<file path="src/rtl/muxn_pkg.sv">
// Shared types and helpers for the N-way registered word selector.
package muxn_pkg;

  // Two-entry output buffer occupancy: main register only, or main plus skid.
  typedef enum logic [1:0] {
    ST_EMPTY = 2'd0,
    ST_ONE   = 2'd1,
    ST_TWO   = 2'd2
  } muxn_state_e;

  // Select width for n inputs; a single input still gets a 1-bit select.
  function automatic int muxn_sel_w(input int n);
    return (n > 1) ? $clog2(n) : 1;
  endfunction

endpackage

</file>
<file path="src/rtl/muxn_sel.sv">
// Combinational N-way word selector with a default word and out-of-range flag.
module muxn_sel
  import muxn_pkg::*;
#(
  parameter int               WIDTH = 32,
  parameter int               N_IN  = 3,
  parameter int               SEL_W = muxn_sel_w(N_IN),
  parameter logic [WIDTH-1:0] DFLT  = '0
) (
  input  logic [N_IN*WIDTH-1:0] in_bus,
  input  logic [SEL_W-1:0]      sel,
  output logic [WIDTH-1:0]      data,
  output logic                  oor
);

  localparam logic [SEL_W:0] N_IN_L = (SEL_W + 1)'(N_IN);

  logic [WIDTH-1:0] words [N_IN];

  genvar gi;
  generate
    for (gi = 0; gi < N_IN; gi++) begin : g_unpack
      assign words[gi] = in_bus[gi*WIDTH +: WIDTH];
    end
  endgenerate

  // One extra bit on the compare so a power-of-two N_IN never flags.
  assign oor = ({1'b0, sel} >= N_IN_L);

  // Explicit match per input keeps an out-of-range select from indexing past the array.
  always_comb begin
    data = DFLT;
    for (int i = 0; i < N_IN; i++) begin
      if (sel == SEL_W'(i)) begin
        data = words[i];
      end
    end
  end

endmodule

</file>
<file path="src/rtl/muxn_pipe.sv">
// N-way word selector followed by a valid/ready output stage with a skid
// register, so back-pressure is absorbed at full throughput.
module muxn_pipe
  import muxn_pkg::*;
#(
  parameter int               WIDTH = 32,
  parameter int               N_IN  = 3,
  parameter int               SEL_W = muxn_sel_w(N_IN),
  parameter logic [WIDTH-1:0] DFLT  = '0
) (
  input  logic                  clk,
  input  logic                  rst,
  input  logic [N_IN*WIDTH-1:0] in_bus,
  input  logic [SEL_W-1:0]      sel,
  input  logic                  in_valid,
  output logic                  in_ready,
  output logic [WIDTH-1:0]      out_data,
  output logic                  out_valid,
  input  logic                  out_ready,
  output logic                  sel_err,
  input  logic                  err_clr
);

  muxn_state_e      state_reg, state_next;
  logic [WIDTH-1:0] main_reg, main_next;
  logic [WIDTH-1:0] skid_reg, skid_next;
  logic             in_ready_reg, in_ready_next;
  logic             sel_err_reg, sel_err_next;

  logic [WIDTH-1:0] sel_data;
  logic             sel_oor;
  logic             accept;
  logic             xfer;

  muxn_sel #(
    .WIDTH (WIDTH),
    .N_IN  (N_IN),
    .SEL_W (SEL_W),
    .DFLT  (DFLT)
  ) u_sel (
    .in_bus (in_bus),
    .sel    (sel),
    .data   (sel_data),
    .oor    (sel_oor)
  );

  assign out_valid = (state_reg != ST_EMPTY);
  assign out_data  = main_reg;
  assign in_ready  = in_ready_reg;
  assign sel_err   = sel_err_reg;

  assign accept = in_valid & in_ready_reg;
  assign xfer   = out_valid & out_ready;

  always_comb begin
    state_next = state_reg;
    main_next  = main_reg;
    skid_next  = skid_reg;
    case (state_reg)
      ST_EMPTY: begin
        if (accept) begin
          state_next = ST_ONE;
          main_next  = sel_data;
        end
      end
      ST_ONE: begin
        if (accept && xfer) begin
          main_next = sel_data;
        end else if (accept) begin
          state_next = ST_TWO;
          skid_next  = sel_data;
        end else if (xfer) begin
          state_next = ST_EMPTY;
        end
      end
      ST_TWO: begin
        // in_ready is low here, so only the drain of the main register can happen.
        if (xfer) begin
          state_next = ST_ONE;
          main_next  = skid_reg;
        end
      end
      default: begin
        state_next = ST_EMPTY;
      end
    endcase
  end

  assign in_ready_next = (state_next != ST_TWO);

  // A bad beat landing on the same edge as a clear keeps the flag set.
  always_comb begin
    sel_err_next = sel_err_reg;
    if (accept && sel_oor) begin
      sel_err_next = 1'b1;
    end else if (err_clr) begin
      sel_err_next = 1'b0;
    end
  end

  always_ff @(posedge clk or posedge rst) begin
    if (rst) begin
      state_reg    <= ST_EMPTY;
      main_reg     <= '0;
      skid_reg     <= '0;
      in_ready_reg <= 1'b1;
      sel_err_reg  <= 1'b0;
    end else begin
      state_reg    <= state_next;
      main_reg     <= main_next;
      skid_reg     <= skid_next;
      in_ready_reg <= in_ready_next;
      sel_err_reg  <= sel_err_next;
    end
  end

endmodule

</file>
<file path="config.mk">
export PLATFORM = sky130hd
export DESIGN_NAME = muxn_pipe
export DESIGN_NICKNAME = d
export VERILOG_FILES = /design/src/rtl/muxn_pkg.sv /design/src/rtl/muxn_sel.sv /design/src/rtl/muxn_pipe.sv
export SDC_FILE = /design/constraint.sdc
export NUM_CORES = 1
export LEC_CHECK = 0
export ABC_AREA = 1
export BUFFER_PORTS_ARGS = -buffer_cell sky130_fd_sc_hd__clkbuf_2
export CAP_MARGIN = 20
export CORE_MARGIN = 10
export CORE_UTILIZATION = 40
export DETAILED_ROUTE_END_ITERATION = 8
export GPL_TIMING_DRIVEN = 1
export HOLD_SLACK_MARGIN = 0.1
export PLACE_DENSITY = 0.66
export SLEW_MARGIN = 5
export SYNTH_ARGS = -nofsm -noshare
export SYNTH_HDL_FRONTEND = slang
export SYNTH_HIERARCHICAL = 1
export SYNTH_SLANG_ARGS = --single-unit
</file>
<file path="constraint.sdc">
create_clock -name clk -period 2.15 [get_ports clk]
set_input_delay 0.43 -clock clk [delete_from_list [all_inputs] [get_ports clk]]
set_output_delay 0.43 -clock clk [all_outputs]
set_load 0.005 [all_outputs]
</file>
==> metrics.yaml, run 1 <==
seqCellArea_um2: 1703
fmax_mhz: 614.4
ir_worst_vdd_uv: 467.8
worst_pin_slew_ns: 0.6985
r2r_setup_slack_ns: 0.62
core_um2: 9639
ys_ff_latch: 68
ctsHoldBuffers: 0
clockBufferDepth: 2
drive_gt1_frac: 0.2593
period_needed_ns: 1.628
postRouteAntennaNets: 0
setup_ws_ns: 0.5223
die_y_um: 118.8
areaGrowthSynthToFinish_pct: 21.36
numPortBuffers: 137
start_kind: "input pin"
fillers: 1028
grt_max_degree: 34
comb_power_share: 0.403
path_clk_slew_ns: 0.08
use_met1: 0.2241
required_ns: 2.43
switchingPower_uw: 2114
multiInputGateArea_um2: 1873
synth_top_family_by_area: "simple AND/OR/NAND/NOR gates"
synthMuxAreaShare: 0
routabilityCongestion: 0.8319
antenna_found_initial: 0
rows: 36
drt_iter0_drc: 340
end_kind: "flip-flop"
tritoncts: "yes"
root_buffer: "clkbuf_8"
setup_viol: 0
power_uw: 5087
synthXorXnorAreaFrac: 0
yosysWarnings: 6
cts_sinks: 68
drv_cap: 0
syn-mean-instance-area_um2: 7.051
post-place-ws_ns: 0.2241
routed_via_density: 5.207
use_met3: 0.05952
wire_per_inst_um: 16.33
vias: 4207
io_pins: 138
cp_max_fo: 32
skew_ns: 0.007910
routed_wl_um: 13190
post_cts_buffers: 0
die_x_um: 118.8
numCtsBuffers: 9
syn_area_um2: 3906
grtUsageTotal: 0.1876
die-area_um2: 14120
arrival_ns: 1.91
dp_hpwl_um: 9028
cellPowerDensity_nw_per_um2: 1073
grt_first_pass_wirelength_um: 22220
clock_latency_ns: 0.34
p_int_uw: 2973
post-route-period-util: 0.7571
grt.overflow.total: 0
swShare: 0.4155
fin_hold_ws_ns: 0.1237
synth_cell_types: 16
drv_slew: 0
yosysSeqAreaShare: 0.4359
r2r_start: "in_ready$_DFF_PP1_"
fin_setup_tns_ns: 0
hold_violations: 0
clkPwrFrac: 0.189
diodes: 0
synth_fp_nets: 657
initial_core_util: 0.4052
grtUsageMet2: 0.3202
leakage_uw: 0.002755
utilization: 0.4918
rr_worst_depth: 5
cts_resized: 0
rr_endpoint: "out_data[15]$_DFFE_PP0P_"
synthAdderAreaFrac: 0
synth_compound_area_frac: 0.002562
rsz0062_at_grt: "false"
synth_simple_gate_area_frac: 0.4769
hold_path.class: "in -> async"
relSlewSlack: 0.5327
htree_levels: 3
grt_pass1_vias: 4471
busiest_layer: "met2"
seqPwrFrac: 0.408
status: "completed"
drtPass1Iterations: 5
worstSetupPathType: "in -> reg"
syn_inst: 554
drc: 0
nNetsFinal: 774
routing by layer:
| layer | vias up | wire length [um] |
|---|---|---|
| li1 | 2019 | - |
| met1 | 2019 | 5504 |
| met2 | 157 | 6494 |
| met3 | 12 | 1042 |
| met4 | 0 | 150 |
| met5 | - | 0 |
critical path: stages:
cell	delay, ns
clkbuf_2	0.26
inv_2	0.54
nand3_1	0.16
nand3_1	0.22
nand2_1	0.07
nand2_1	0.08
nand3_1	0.06
nand2_1	0.07
metrics by stage:
step / cell area (um^2) / cells
after floorplan: 3906 / 554
after CTS: 4741 / 808
after global placement: 4564 / 793
final: 4741 / 808
after global routing: 4741 / 808
after detailed placement: 4564 / 793
power by group through the flow:
| stage | Sequential, uW | Combinational [uW] | Clock [uW] |
|---|---|---|---|
| 5_1_grt | 2150 | 2340 | 1040 |
| 6_report | 2070 | 2050 | 962 |
| 3_5_place_dp | 2100 | 2060 | 0 |
| 2_1_floorplan | 2060 | 1340 | 0 |
| 4_1_cts | 2080 | 2070 | 982 |
| 3_3_place_gp | 2080 | 2020 | 0 |
cell usage after synthesis:
library cell / instances / area share
buf_2: 18 / 0.023
dfstp_2: 1 / 0.0067
a21oi_1: 1 / 0.0013
nand2_2: 3 / 0.0048
o21ai_0: 1 / 0.0013
nand3_1: 162 / 0.21
buf_4: 7 / 0.013
buf_6: 11 / 0.032
nand2_1: 263 / 0.25
clkbuf_1: 6 / 0.0058
nand3_2: 1 / 0.0026
dfrtp_1: 67 / 0.43
inv_1: 7 / 0.0067
nor2_8: 1 / 0.0051
nor3_4: 1 / 0.0042
inv_2: 4 / 0.0038
cells in the final DEF (no fill, tap or decap):
cell | Yosys | layout
a21oi_1 | 1 | 1
buf_12 | 0 | 1
buf_4 | 7 | 10
clkbuf_2 | 0 | 137
clkbuf_8 | 0 | 11
clkinv_2 | 0 | 2
clkinvlp_4 | 0 | 2
dfrtp_1 | 67 | 67
dfstp_2 | 1 | 1
inv_1 | 7 | 6
inv_2 | 4 | 5
nand2_1 | 263 | 263
nand2_2 | 3 | 3
nand3_1 | 162 | 162
nand3_2 | 1 | 1
nor2_8 | 1 | 1
nor3_4 | 1 | 1
o21ai_0 | 1 | 1
cell type report:
cell class / instances / area share
Timing Repair Buffer: 148 / 0.1647
Sequential cell: 68 / 0.3592
Multi-Input combinational cell: 433 / 0.3951
Inverter: 11 / 0.008709
Clock inverter: 4 / 0.005278
Tap cell: 133 / 0.03510
Clock buffer: 11 / 0.03193
how the worst max path moves through the flow:
stage,start,end,slack [ns],depth (start not counted)
floorplan,rst,out_data[0]$_DFFE_PP0P_,0.01,1
global placement,sel[0],out_data[21]$_DFFE_PP0P_,0.28,8
detailed placement,sel[0],out_data[21]$_DFFE_PP0P_,0.22,8
CTS,sel[0],out_data[21]$_DFFE_PP0P_,0.58,8
global route,sel[0],out_data[21]$_DFFE_PP0P_,0.39,8
finish,sel[0],out_data[21]$_DFFE_PP0P_,0.52,8
kinds of logic after synthesis:
kind of cell,Yosys count
AND/OR/NAND/NOR,431
flip-flops,68
buffers and inverters,53
AO/OA/AOI/OAI,2
(Power assumes the default switching activity.)
==> run 2: changes to the inputs <==
==> constraint.sdc (replaced) <==
create_clock -name clk -period 1.4 [get_ports clk]
set_input_delay 0.28 -clock clk [delete_from_list [all_inputs] [get_ports clk]]
set_output_delay 0.28 -clock clk [all_outputs]
set_load 0.005 [all_outputs]
==> run 2 against run 1 <==
Register-to-register slack lost 0.57 ns. Non-clock buffer count grew 19. Cell area grew 7.9%. Final cell count grew 2.5%. Sequential share of layout area shrank 2.6 points. Total power grew 65%. Count of clock-buffer cells in the layout grew 1. Combinational power grew 71%. Critical endpoint is now skid_reg[23]$_DFFE_PP0P_.
==> metrics.yaml, run 2 (synthesized netlist as in run 1, its figures left out) <==
diodes: 0  # unchanged
leakage_uw: 0.002927  # was 0.002755 uW
fin_hold_ws_ns: 0.1227  # was 0.1237 ns
dp_hpwl_um: 9511  # was 9028 um
nNetsFinal: 793  # was 774
hold_path.class: "in -> reg"  # was in -> async
cp_common_cell: "nand2_1"
routed_wl_um: 13150  # was 13190 um
initial_core_util: 0.4052  # unchanged
fillers: 965  # was 1028
path_buf_inv: 2  # unchanged
setup_ws_ns: 0.04870  # was 0.5223 ns
cellPowerDensity_nw_per_um2: 1642  # was 1073 nW/um^2
hold_violations: 0  # unchanged
setup_viol: 0  # unchanged
numPortBuffers: 137  # unchanged
grt_first_pass_wirelength_um: 21440  # was 22220 um
grtUsageTotal: 0.1812  # was 0.1876
clock_latency_ns: 0.34  # about the same
end_kind: "flip-flop"  # unchanged
core_um2: 9639  # unchanged
drive_gt1_frac: 0.2806  # was 0.2593
areaGrowthSynthToFinish_pct: 30.97  # was 21.36%
routabilityCongestion: 0.8083  # was 0.8319
start_kind: "flip-flop"  # was input pin
tritoncts: "yes"  # unchanged
status: "completed"  # unchanged
grt_max_degree: 34  # unchanged
die_y_um: 118.8  # unchanged
root_buffer: "clkbuf_8"  # unchanged
ir_worst_vdd_uv: 737.7  # was 467.8 uV
rsz0062_at_grt: "true"  # was false
final_cell_mix: "nand2_1, nand3_1, clkbuf_2"  # unchanged
skew_ns: 0.01231  # was 0.007910 ns
die_x_um: 118.8  # unchanged
fmax_mhz: 740.0
arrival_ns: 1.63  # was 1.91 ns
required_ns: 1.68  # was 2.43 ns
path_clk_slew_ns: 0.07  # was 0.08 ns
routed_via_density: 5.127  # was 5.207
numCtsBuffers: 9  # unchanged
path_cells: "nand2_4, nor3_4, buf_12, clkbuf_16, nand2_1, nand2_1"  # was clkbuf_2, inv_2, nand3_1, nand3_1, nand2_1, nand2_1, nand3_1, nand2_1
worst_pin_slew_ns: 0.4562  # was 0.6985 ns
io_pins: 138  # unchanged
swShare: 0.3974  # was 0.4155
seqPwrFrac: 0.384  # was 0.408
postRouteAntennaNets: 0  # unchanged
clockBufferDepth: 2  # unchanged
slowest_stage: "dfstp_2"  # was inv_2
antenna_found_initial: 0  # unchanged
period_needed_ns: 1.351
worstSetupPathType: "reg -> reg"  # was in -> reg
cts_sinks: 68  # unchanged
wire_per_inst_um: 15.88  # was 16.33 um
drt_iter0_drc: 355  # was 340
rows: 36  # unchanged
relSlewSlack: 0.6952  # was 0.5327
post-route-period-util: 0.9652
drtPass1Iterations: 5  # unchanged
cp_max_fo: 16  # was 32
layout_commonest_cell: "nand2_1"  # unchanged
drv_slew: 0  # unchanged
slowest_delay_ns: 0.57  # was 0.54 ns
clkPwrFrac: 0.199  # was 0.189
post-place-ws_ns: 0.02185  # was 0.2241 ns
htree_levels: 3  # unchanged
drc: 0  # unchanged
vias: 4245  # was 4207
p_int_uw: 5061  # was 2973 uW
grt.overflow.total: 0  # unchanged
comb_power_share: 0.417  # was 0.403
switchingPower_uw: 3338  # was 2114 uW
grt_pass1_vias: 4319  # was 4471
die-area_um2: 14120  # unchanged
drv_cap: 0  # unchanged
path_delay_family: "flip-flops"  # was buffers and inverters
## run 2: cell types whose count changed in the layout (fill, tap and decap cells not counted)
cell / previous run / this run
nand2_1: 263 / 262
buf_6: 0 / 2
bufinv_16: 0 / 1
dlygate4sd3_1: 0 / 1
buf_12: 1 / 13
buf_4: 10 / 12
inv_1: 6 / 5
clkbuf_16: 0 / 2
nand2_4: 0 / 1
clkbuf_1: 0 / 1
## run 2: cell type report
class,instances,area [um^2],share of cell area
inverters,11,45.04,0.008804
multi-input cells,433,1881,0.3676
well taps,133,166.4,0.03253
clock buffers,12,155.1,0.03033
flip-flops and latches,68,1703,0.3328
repair buffers,167,1119,0.2186
clock inverters,4,47.55,0.009293
## run 2: power by group through the flow
| stage | clock [uW] | sequential (uW) | combinational (uW) |
|---|---|---|---|
| after global routing | 1780 | 3320 | 3950 |
| after global placement | 0 | 3220 | 3370 |
| after floorplan | 0 | 3160 | 2060 |
| after CTS | 1700 | 3220 | 3440 |
| final | 1670 | 3230 | 3500 |
| after detailed placement | 0 | 3240 | 3430 |
## run 2: worst paths after layout
| path | startpoint | end | slack (ns) | depth (start not counted) |
|---|---|---|---|---|
| max | in_ready$_DFF_PP1_ | skid_reg[23]$_DFFE_PP0P_ | 0.05 | 6 |
| min | err_clr | sel_err$_DFFE_PP0P_ | 0.12 | 2 |
| max reg2reg | in_ready$_DFF_PP1_ | skid_reg[23]$_DFFE_PP0P_ | 0.05 | 6 |
| min reg2reg | out_data[7]$_DFFE_PP0P_ | out_data[7]$_DFFE_PP0P_ | 0.48 | 2 |
| max in group asynchronous | rst | skid_reg[31]$_DFFE_PP0P_ | 0.39 | 4 |
| min in group asynchronous | rst | out_data[9]$_DFFE_PP0P_ | 0.49 | 3 |
## run 2: through the flow
stage            util  total power [uW]   TNS [ns]  std cells  cell area (um^2)
6_report       0.5308              8399          0        828              5116
3_3_place_gp   0.4999              6590          0        808              4818
4_1_cts        0.5219              8362          0        825              5031
5_1_grt        0.5308              9052  -0.007164        828              5116
2_1_floorplan       -              5213          0        554              3910
3_5_place_dp   0.4999              6666          0        808              4818
## run 2: per-layer routing
metal	vias to the layer above	part of all wire	track usage
met5	-	0	0
met2	171	0.48	0.3084
met4	0	0.015	0.04733
met1	1994	0.42	0.2165
met3	17	0.080	0.05763
li1	2063	-	-
## run 2: what timing repair did
action                                  4_1_cts  5_1_grt
endpoints found under the hold margin        15        0
setup buffers                                 0        1
hold buffers                                  1        0
endpoints found under the setup margin        0       17
resized for setup                             0        5
==> run 3: changes to the inputs <==
--- a/config.mk
+++ b/config.mk
@@ -13,7 +13,7 @@
 export DETAILED_ROUTE_END_ITERATION = 8
 export GPL_TIMING_DRIVEN = 1
 export HOLD_SLACK_MARGIN = 0.1
-export PLACE_DENSITY = 0.66
+export PLACE_DENSITY = 0.7
 export SLEW_MARGIN = 5
 export SYNTH_ARGS = -nofsm -noshare
 export SYNTH_HDL_FRONTEND = slang
==> run 3 against run 2 <==
Hold slack worse by 0.0025 ns. Total power is 2.0% lower. Sequential cell count stayed put. Die area stayed put. Sequential power is 1% lower. Critical endpoint is now out_valid.
==> metrics.yaml, run 3 (synthesized netlist as in run 1, its figures left out) <==
grt_first_pass_wirelength_um: 21140  # was 21440 um
setup_ws_ns: 0.09240  # was 0.04870 ns
core_um2: 9639  # unchanged
cts_sinks: 68  # unchanged
numPortBuffers: 137  # unchanged
cellPowerDensity_nw_per_um2: 1651  # was 1642 nW/um^2
post-place-ws_ns: 0.01377  # was 0.02185 ns
fillers: 990  # was 965
grt_pass1_vias: 4220  # was 4319
highest_layer: "met4"  # unchanged
drtPass1Iterations: 6  # was 5
fin_setup_tns_ns: 0  # unchanged
required_ns: 1.12  # was 1.68 ns
arrival_ns: 1.03  # was 1.63 ns
initial_core_util: 0.4052  # unchanged
vias: 4211  # was 4245
numCtsBuffers: 9  # unchanged
grt_max_degree: 38  # was 34
post_cts_buffers: 0  # unchanged
grt.overflow.total: 0  # unchanged
die_y_um: 118.8  # unchanged
leakage_uw: 0.002866  # was 0.002927 uW
postRouteAntennaNets: 0  # unchanged
grtUsageTotal: 0.1801  # was 0.1812
routabilityCongestion: 0.8118  # was 0.8083
start_kind: "flip-flop"  # unchanged
met2_length_um: 5964  # was 6356 um
layout_commonest_cell: "nand2_1"  # unchanged
rows: 36  # unchanged
dp_hpwl_um: 9571  # was 9511 um
routed_via_density: 5.104  # was 5.127
wire_per_inst_um: 15.64  # was 15.88 um
drv_slew: 0  # unchanged
root_buffer: "clkbuf_8"  # unchanged
end_kind: "primary output"  # was flip-flop
drc: 0  # unchanged
diodes: 0  # unchanged
tritoncts: "yes"  # unchanged
die_x_um: 118.8  # unchanged
period_needed_ns: 1.308  # was 1.351 ns
path_clk_slew_ns: 0.08  # was 0.07 ns
drv_cap: 0  # unchanged
routed_wl_um: 12900  # was 13150 um
fmax_mhz: 764.8  # was 740.0 MHz
relSlewSlack: 0.8025  # was 0.6952
worst_pin_slew_ns: 0.2957  # was 0.4562 ns
hold_path.class: "in -> reg"  # unchanged
areaGrowthSynthToFinish_pct: 27.58  # was 30.97%
setup_viol: 0  # unchanged
final_cell_mix: "nand2_1, nand3_1, clkbuf_2"  # unchanged
drt_iter0_drc: 330  # was 355
clock_latency_ns: 0.34  # about the same
io_pins: 138  # unchanged
clockBufferDepth: 2  # unchanged
worstSetupPathType: "reg -> out"  # was reg -> reg
antenna_found_initial: 0  # unchanged
met1Wirelength_um: 5523  # was 5542 um
status: "completed"  # unchanged
nNetsFinal: 790  # was 793
rsz0062_at_grt: "false"  # was true
dr_wl_met3_um: 1148  # was 1051 um
hold_violations: 0  # unchanged
drive_gt1_frac: 0.2789  # was 0.2806
die-area_um2: 14120  # unchanged
skew_ns: 0.01022  # was 0.01231 ns
post-route-period-util: 0.9340  # was 0.9652
cp_max_fo: 4  # was 16
ir_worst_vdd_uv: 873.4  # was 737.7 uV
htree_levels: 3  # unchanged
==> run 3: changes by cell type in the layout (fill, tap and decap cells not counted), moves of 2 or more <==
cell / delta
buf_12: -5
buf_4: +6
buf_6: -2
clkbuf_16: -2
clkbuf_8: -2
clkinv_4: +2
nand2_2: +2
==> run 3: final cells by class <==
cell class                 count  area, um^2  area share
multi-input combinational    433        1878      0.3769
sequential                    68        1703      0.3417
timing repair buffer         164       991.0      0.1988
tap                          133       166.4     0.03339
clock buffer                   9       123.9     0.02486
clock inverter                 7       76.32     0.01532
inverter                      11       45.04    0.009038
==> run 3: per-stage QoR <==
step	hold WS, ns	power (uW)	cell area (um^2)	cells	utilization
after CTS	0.1125	8284	4979	825	0.5165
after global routing	0.1079	8891	4984	825	0.5170
after floorplan	0.3872	5213	3910	554	-
after detailed placement	0.2375	6635	4768	808	0.4947
final	0.1202	8227	4984	825	0.5170
after global placement	0.2400	6545	4768	808	0.4947
==> run 3: worst paths after layout <==
| path | from | endpoint | slack, ns | cells past startpoint |
|---|---|---|---|---|
| max in group asynchronous | rst | in_ready$_DFF_PP1_ | 0.36 | 4 |
| min in group asynchronous | rst | out_data[2]$_DFFE_PP0P_ | 0.43 | 3 |
| setup reg to reg | in_ready$_DFF_PP1_ | out_data[21]$_DFFE_PP0P_ | 0.12 | 6 |
| hold / removal | err_clr | sel_err$_DFFE_PP0P_ | 0.12 | 2 |
| setup / recovery | state_reg[1]$_DFF_PP0_ | out_valid | 0.09 | 3 |
| hold reg to reg | skid_reg[10]$_DFFE_PP0P_ | skid_reg[10]$_DFFE_PP0P_ | 0.48 | 2 |
==> run 3: where the power goes <==
part / internal (uW) / switching [uW] / total [uW]
logic: 1330 / 2080 / 3410
registers: 2750 / 445 / 3190
clock network: 831 / 797 / 1630
==> run 3: repair_timing <==
item                                   CTS  global route
setup endpoints to repair                0             6
hold buffers                             1             0
gates resized for setup                  0             2
endpoints found under the hold margin    9             0
==> run 3: per-layer routing <==
layer	up-vias	GRT usage
met1	1931	0.2307
met4	0	0.06107
met3	23	0.05054
met2	202	0.2865
li1	2055	-
met5	-	0
==> run 3: critical path: stages (launching register included) <==
cell and delay [ns]:
dfrtp_1 0.43, inv_2 0.09, nand2_2 0.06, clkbuf_2 0.11
